==> config.mk <==
export PLATFORM = sky130hd
export DESIGN_NAME = pwm_nivel
export DESIGN_NICKNAME = d
export VERILOG_FILES = /design/src/rtl/pwm_nivel.sv
export SDC_FILE = /design/constraint.sdc
export NUM_CORES = 1
export LEC_CHECK = 0
export ABC_AREA = 1
export CAP_MARGIN = 25
export CORE_MARGIN = 2
export CORE_UTILIZATION = 25
export CTS_CLUSTER_SIZE = 20
export DETAILED_ROUTE_END_ITERATION = 16
export GPL_TIMING_DRIVEN = 0
export PLACE_DENSITY = 0.5
export SLEW_MARGIN = 25
export SYNTH_ARGS = -nofsm -noshare
export SYNTH_HDL_FRONTEND = slang
export SYNTH_SLANG_ARGS = --single-unit
==> constraint.sdc <==
create_clock -name clock -period 4 [get_ports clock]
set_input_delay 0.6 -clock clock [delete_from_list [all_inputs] [get_ports clock]]
set_output_delay 0.6 -clock clock [all_outputs]
set_load 0.01 [all_outputs]
==> src/rtl/pwm_nivel.sv <==
// PWM generator that turns the bouncing counter level into LED brightness.
// A run/drain FSM guarantees that disabling always finishes the current period.
module pwm_nivel #(
    parameter int PRESC = 4,
    parameter int WIDTH = 4,
    parameter int PW    = 8
) (
    input  logic             clock,
    input  logic             reset,
    input  logic             enable,
    input  logic [WIDTH-1:0] nivel,
    output logic             pwm,
    output logic             ativo,
    output logic             fim_periodo,
    output logic [PW-1:0]    periodos
);
    typedef enum logic [1:0] {
        IDLE  = 2'd0,
        RUN   = 2'd1,
        DRAIN = 2'd2
    } estado_t;

    localparam int               PCW       = (PRESC > 1) ? $clog2(PRESC) : 1;
    localparam logic [PCW-1:0]   PRESC_MAX = PCW'(PRESC - 1);
    localparam logic [WIDTH-1:0] FASE_MAX  = '1;

    estado_t          estado_q;
    logic [PCW-1:0]   presc_q;
    logic [PCW-1:0]   presc_d;
    logic [WIDTH-1:0] fase_q;
    logic [WIDTH-1:0] fase_d;
    logic [WIDTH-1:0] duty_q;
    logic [PW-1:0]    periodos_q;
    logic             fim_q;
    logic             tick;
    logic             wrap;

    assign tick = (estado_q != IDLE) && (presc_q == PRESC_MAX);
    assign wrap = tick && (fase_q == FASE_MAX);

    always_comb begin
        presc_d = tick ? '0 : presc_q + PCW'(1);
        fase_d  = tick ? fase_q + WIDTH'(1) : fase_q;
    end

    // Wrap of fase_d on a wrap edge starts the next period at fase 0 by itself,
    // so DRAIN entry on a wrap edge needs no special handling.
    always_ff @(posedge clock or posedge reset) begin
        if (reset) begin
            estado_q   <= IDLE;
            presc_q    <= '0;
            fase_q     <= '0;
            duty_q     <= '0;
            periodos_q <= '0;
            fim_q      <= 1'b0;
        end else begin
            fim_q <= wrap;
            if (wrap) begin
                periodos_q <= periodos_q + PW'(1);
            end
            case (estado_q)
                IDLE: begin
                    presc_q <= '0;
                    fase_q  <= '0;
                    if (enable) begin
                        estado_q <= RUN;
                        duty_q   <= nivel;
                    end
                end
                RUN: begin
                    presc_q <= presc_d;
                    fase_q  <= fase_d;
                    if (!enable) begin
                        estado_q <= DRAIN;
                    end else if (wrap) begin
                        duty_q <= nivel;
                    end
                end
                DRAIN: begin
                    presc_q <= presc_d;
                    fase_q  <= fase_d;
                    if (enable) begin
                        estado_q <= RUN;
                        if (wrap) begin
                            duty_q <= nivel;
                        end
                    end else if (wrap) begin
                        estado_q <= IDLE;
                    end
                end
                default: begin
                    estado_q <= IDLE;
                    presc_q  <= '0;
                    fase_q   <= '0;
                end
            endcase
        end
    end

    assign pwm         = (estado_q != IDLE) && (fase_q < duty_q);
    assign ativo       = (estado_q != IDLE);
    assign fim_periodo = fim_q;
    assign periodos    = periodos_q;
endmodule

Word-level counts from Yosys, hierarchy flattened
Cells that the tools add are included.
{ "totals": {"reg_bits": 21, "in_bits": 7, "out_inout_bits": 11} }
{ "classes": {"n_addsub": 3, "n_lt_le_gt_ge": 1, "eq_ne": 10, "n_mux": 13, "n_reduce_logical": 9} }
{ "op_table": {"columns": ["cell", "n"], "rows": [
  ["$mux W4", 5],
  ["$mux W2", 6],
  ["$add A8 B1 Y8 const B", 1],
  ["$pmux W4 S2", 1],
  ["$ne A2 B1 Y1 const B", 3],
  ["$pmux W2 S3", 1],
  ["$add A4 B1 Y4 const B", 1],
  ["$eq A2 B2 Y1 const B", 2],
  ["$eq A4 B4 Y1 const B", 1],
  ["$lt A4 B4 Y1", 1],
  ["$ne A2 B2 Y1 const B", 2],
  ["$reduce_and A4 Y1", 1],
  ["$reduce_bool A2 Y1", 2],
  ["$logic_and A1 B1 Y1", 3],
  ["$ne A3 B3 Y1 const B", 1],
  ["$reduce_and A3 Y1", 1],
  ["$add A2 B1 Y2 const B", 1],
  ["$eq A2 B1 Y1 const B", 1],
  ["$logic_not A2 Y1", 1],
  ["$reduce_or A2 Y1", 1]
]} }

Depth between registers and ports, before layout
{ "logic_depth": {"depth_word": 6, "depth_mapped": 9, "depth_no_buf": 9} }

Worst setup path before layout
OpenSTA, ideal clock, no wires.
{ "synth_timing": {"path_kind": "flip-flop to output port", "start": "reg fase_q[3]", "end": "out pwm", "arrival_ns": 1.036, "t_required_ns": 3.400, "slack_ns": 2.364, "path_stages_with_launch": 5, "path_buffers": 0, "path_cell_list": "dfrtp_1 -> ha_1 -> a21oi_1 -> nand2_1 -> nor2_1"} }
{ "synth_via": {"elab_chain_len": 2} }
{ "synth_lines": {"columns": ["item", "line_no", "rtl"], "rows": [
  ["from (decl)", "30", "logic [WIDTH-1:0] fase_q;"],
  ["from (signal assigned)", "72", "fase_q <= fase_d;"],
  ["from (signal assigned)", "81", "fase_q <= fase_d;"],
  ["$lt A4 B4 Y1", "100", "assign pwm = (estado_q != IDLE) && (fase_q < duty_q);"],
  ["$logic_and A1 B1 Y1", "100", null],
  ["to (decl)", "12", "output logic pwm,"]
]} }
Every way passes these cells.

Final worst setup path
{ "layout_timing": {"start": "reg fase_q[1]", "end": "out pwm"} }
The elaborated chain is that of the path after synthesis.

==> results.sh <==
export IMPL_power_density_nw_per_um2=462
export IMPL_p_sw_share_pct=37.4
export IMPL_grt_total_usage_pct=9.50
export IMPL_cts_tree="yes"
export IMPL_dp_hpwl_um=1710
export IMPL_status="complete, no violations"
export IMPL_hold_path_class="reg -> reg"
export IMPL_post_drt_via_cell_ratio=4.23
export IMPL_grt_pass1_vias=879
export IMPL_fmax_mhz=413
export IMPL_critPathLaunchType="register"
export IMPL_grt_pass1_wl_um=3930
export IMPL_synth_common_cells="nand2_1 (42), dfrtp_1 (21), inv_1 (19)"
export IMPL_yosysMostFrequentCell="nand2_1"
export IMPL_p_leak_nw=0.750
export IMPL_ctsHoldBuffers=0
export IMPL_ir_drop_mv=0.180
export IMPL_drive_above_1_share_pct=11.7
export IMPL_syn_area_sq_um=1210
export IMPL_tightest_slew_ns=0.814
export IMPL_r2r_start="estado_q[0]"
export IMPL_syn2layout_area_growth_pct=23.5
export IMPL_synth_seq_area_share_pct=43.5
export IMPL_via_count=913
export IMPL_post_cts_resized=0
export IMPL_rsz0062_at_grt="no"
export IMPL_maxSlewViolCount=0
export IMPL_root_buffer="clkbuf_8"
export IMPL_synth_area_top_cells="dfrtp_1 (44%), nand2_1 (13%), ha_1 (11%), inv_1 (5.9%), xnor2_2 (5.4%)"
export IMPL_hold_viol=0
export IMPL_post_drt_wl_per_cell_um=10.3
export IMPL_die_h_um=73.5
export IMPL_path_cells="ha_1 -> nand2_1 -> nand2_1 -> nand3_1 -> nand2_1 -> nor2_1 -> clkdlybuf4s50_1"
export IMPL_io_buffers=17
export IMPL_end_kind="output pin"
export IMPL_finalCritPeriodShare_pct=60.6
export IMPL_route_antenna_remaining_nets=0
export IMPL_io_pins=18
export IMPL_netlist_instances=141
export IMPL_critPathMaxStageDelay_ns=0.53
export IMPL_cp_slowest_cell="clkdlybuf4s50_1"
export IMPL_yosysWarningCount=0
export IMPL_ys_flop_type="dfrtp_1"
export IMPL_ys_types=21
export IMPL_grt_remaining_overflow=0
export IMPL_yosys_area_top_type_share_pct=43.5
export IMPL_clk_latency_ns=0.26
export IMPL_clk_pin_slew_ns=0.08
export IMPL_grt_max_degree=22
export IMPL_pwr_share_clk_pct=20.3
export IMPL_initial_core_util_pct=25.7
export IMPL_antenna_found_initial=0
export IMPL_yosysTopAreaCell="dfrtp_1"
export IMPL_switching_power_mw=0.258
export IMPL_critPathKind="reg -> out"
export IMPL_min_from="presc_q[0]"
export IMPL_cts_max_path_buffers=2
export IMPL_min_period_ns=2.42
export IMPL_routed_wl_um=2230
export IMPL_synth_edf_count=0
export IMPL_antenna_cells=0
export IMPL_rows=25
export IMPL_syn_area_per_cell_sq_um=8.56
export IMPL_finalSetupViolCount=0
export IMPL_die_area_sq_um=5400
export IMPL_drt_first_pass_iters=4
export IMPL_p_seq_share_pct=40.0
export IMPL_async_reset_ff_share_pct=100
export IMPL_tns_ns=0
export IMPL_p_int_mw=0.432
export IMPL_dr_first_iter_drc_count=42
export IMPL_fin_nets=181
export IMPL_cap_violations=0
export IMPL_ys_seq_elements=21
export IMPL_cp_num_buf_inv=1
export IMPL_cts_max_level=1
export IMPL_tritoncts_num_sinks=21
export IMPL_crit_family="buffers and inverters"
export IMPL_routabilityCongestion=0.788
export IMPL_die_width_um=73.5
export IMPL_critPathRequiredTime_ns=3.40
export IMPL_cp_common_cell="nand2_1"
export IMPL_cp_arrival_ns=1.82
export IMPL_relSlewSlack_pct=45.7
export IMPL_power_mw=0.690
export IMPL_coreArea_sq_um=4690
export IMPL_synth_nets=159
export IMPL_nFillCells=507
export IMPL_worstPathMaxFanout=4
export IMPL_cts_buffers=3
export IMPL_cts_setup_buffers=0
export IMPL_power_frac_comb_pct=39.6
export IMPL_finClkSkew_ns=0.00346
export IMPL_drc=0
export IMPL_crit_start="fase_q[1]"
[power groups by stage]
stage	Clock (mW)	Sequential, mW	Combinational [mW]
floorplan	0	0.274	0.200
global placement	0	0.279	0.271
detailed placement	0	0.281	0.279
CTS	0.148	0.277	0.281
global route	0.155	0.281	0.324
finish	0.140	0.276	0.273
[per-stage QoR]
step	hold slack, ns	cells	setup slack [ns]	cell area [sq um]	util, %
final	0.443	216	1.58	1490	31.8
after floorplan	0.415	141	2.36	1210	-
after detailed placement	0.444	212	1.87	1450	30.8
after global routing	0.471	216	1.40	1490	31.8
after global placement	0.426	212	1.87	1450	30.8
after CTS	0.453	216	1.56	1490	31.8
[sequential cells by signal, summed over array words and instances, names as in the netlist]
register     cells
periodos         8
duty_q           4
fase_q           4
estado_q         2
presc_q          2
fim_periodo      1
[logic make-up (layout without fill, tap and decap cells)]
family | Yosys count | count (layout) | synth area share, %
AND/OR/NAND/NOR | 71 | 71 | 26.0
flip-flops | 21 | 21 | 43.5
buffers and inverters | 21 | 42 | 7.15
AO/OA/AOI/OAI | 12 | 12 | 5.80
adder cells (fa/ha/maj) | 11 | 11 | 11.4
XOR/XNOR | 5 | 5 | 6.11
[metal layers]
metal	GRT usage (%)	part of all wire [%]	wire length [um]
met1	12.5	48	1080
met4	5.45	2.1	46
met3	0.823	1.1	25
met5	0	0	0
met2	15.2	49	1090
[path summary, 6_finish.rpt]
check                      slack, ns  depth (start not counted)          end
hold / removal                  0.44                          1   presc_q[0]
min in group asynchronous       0.79                          2  periodos[3]
setup / recovery                1.58                          7          pwm
setup reg to reg                2.35                          7    duty_q[0]
hold reg to reg                 0.44                          1   presc_q[0]
max in group asynchronous       2.70                          2    fase_q[3]
[layout make-up]
cell class                      instances  area [sq um]  share of cell area [%]
Clock inverter                          1          5.00                   0.336
Clock buffer                            3          41.3                    2.77
Timing Repair Buffer                   17           170                    11.4
Tap cell                               54          67.6                    4.53
Sequential cell                        21           526                    35.2
Multi-Input combinational cell         99           596                    39.9
Buffer                                  1          11.3                   0.755
Inverter                               20          75.1                    5.03
[cells in the final DEF, fill, tap and decap left out, types with 4 or more instances in the layout]
master            n
inv_1            19
nor2_1           10
xnor2_2           4
nand2_1          42
o21ai_0           4
a21oi_1           5
nand3_1          10
dfrtp_1          21
nand2_2           4
clkdlybuf4s50_1  17
ha_1             11
(Power assumes the default switching activity.)
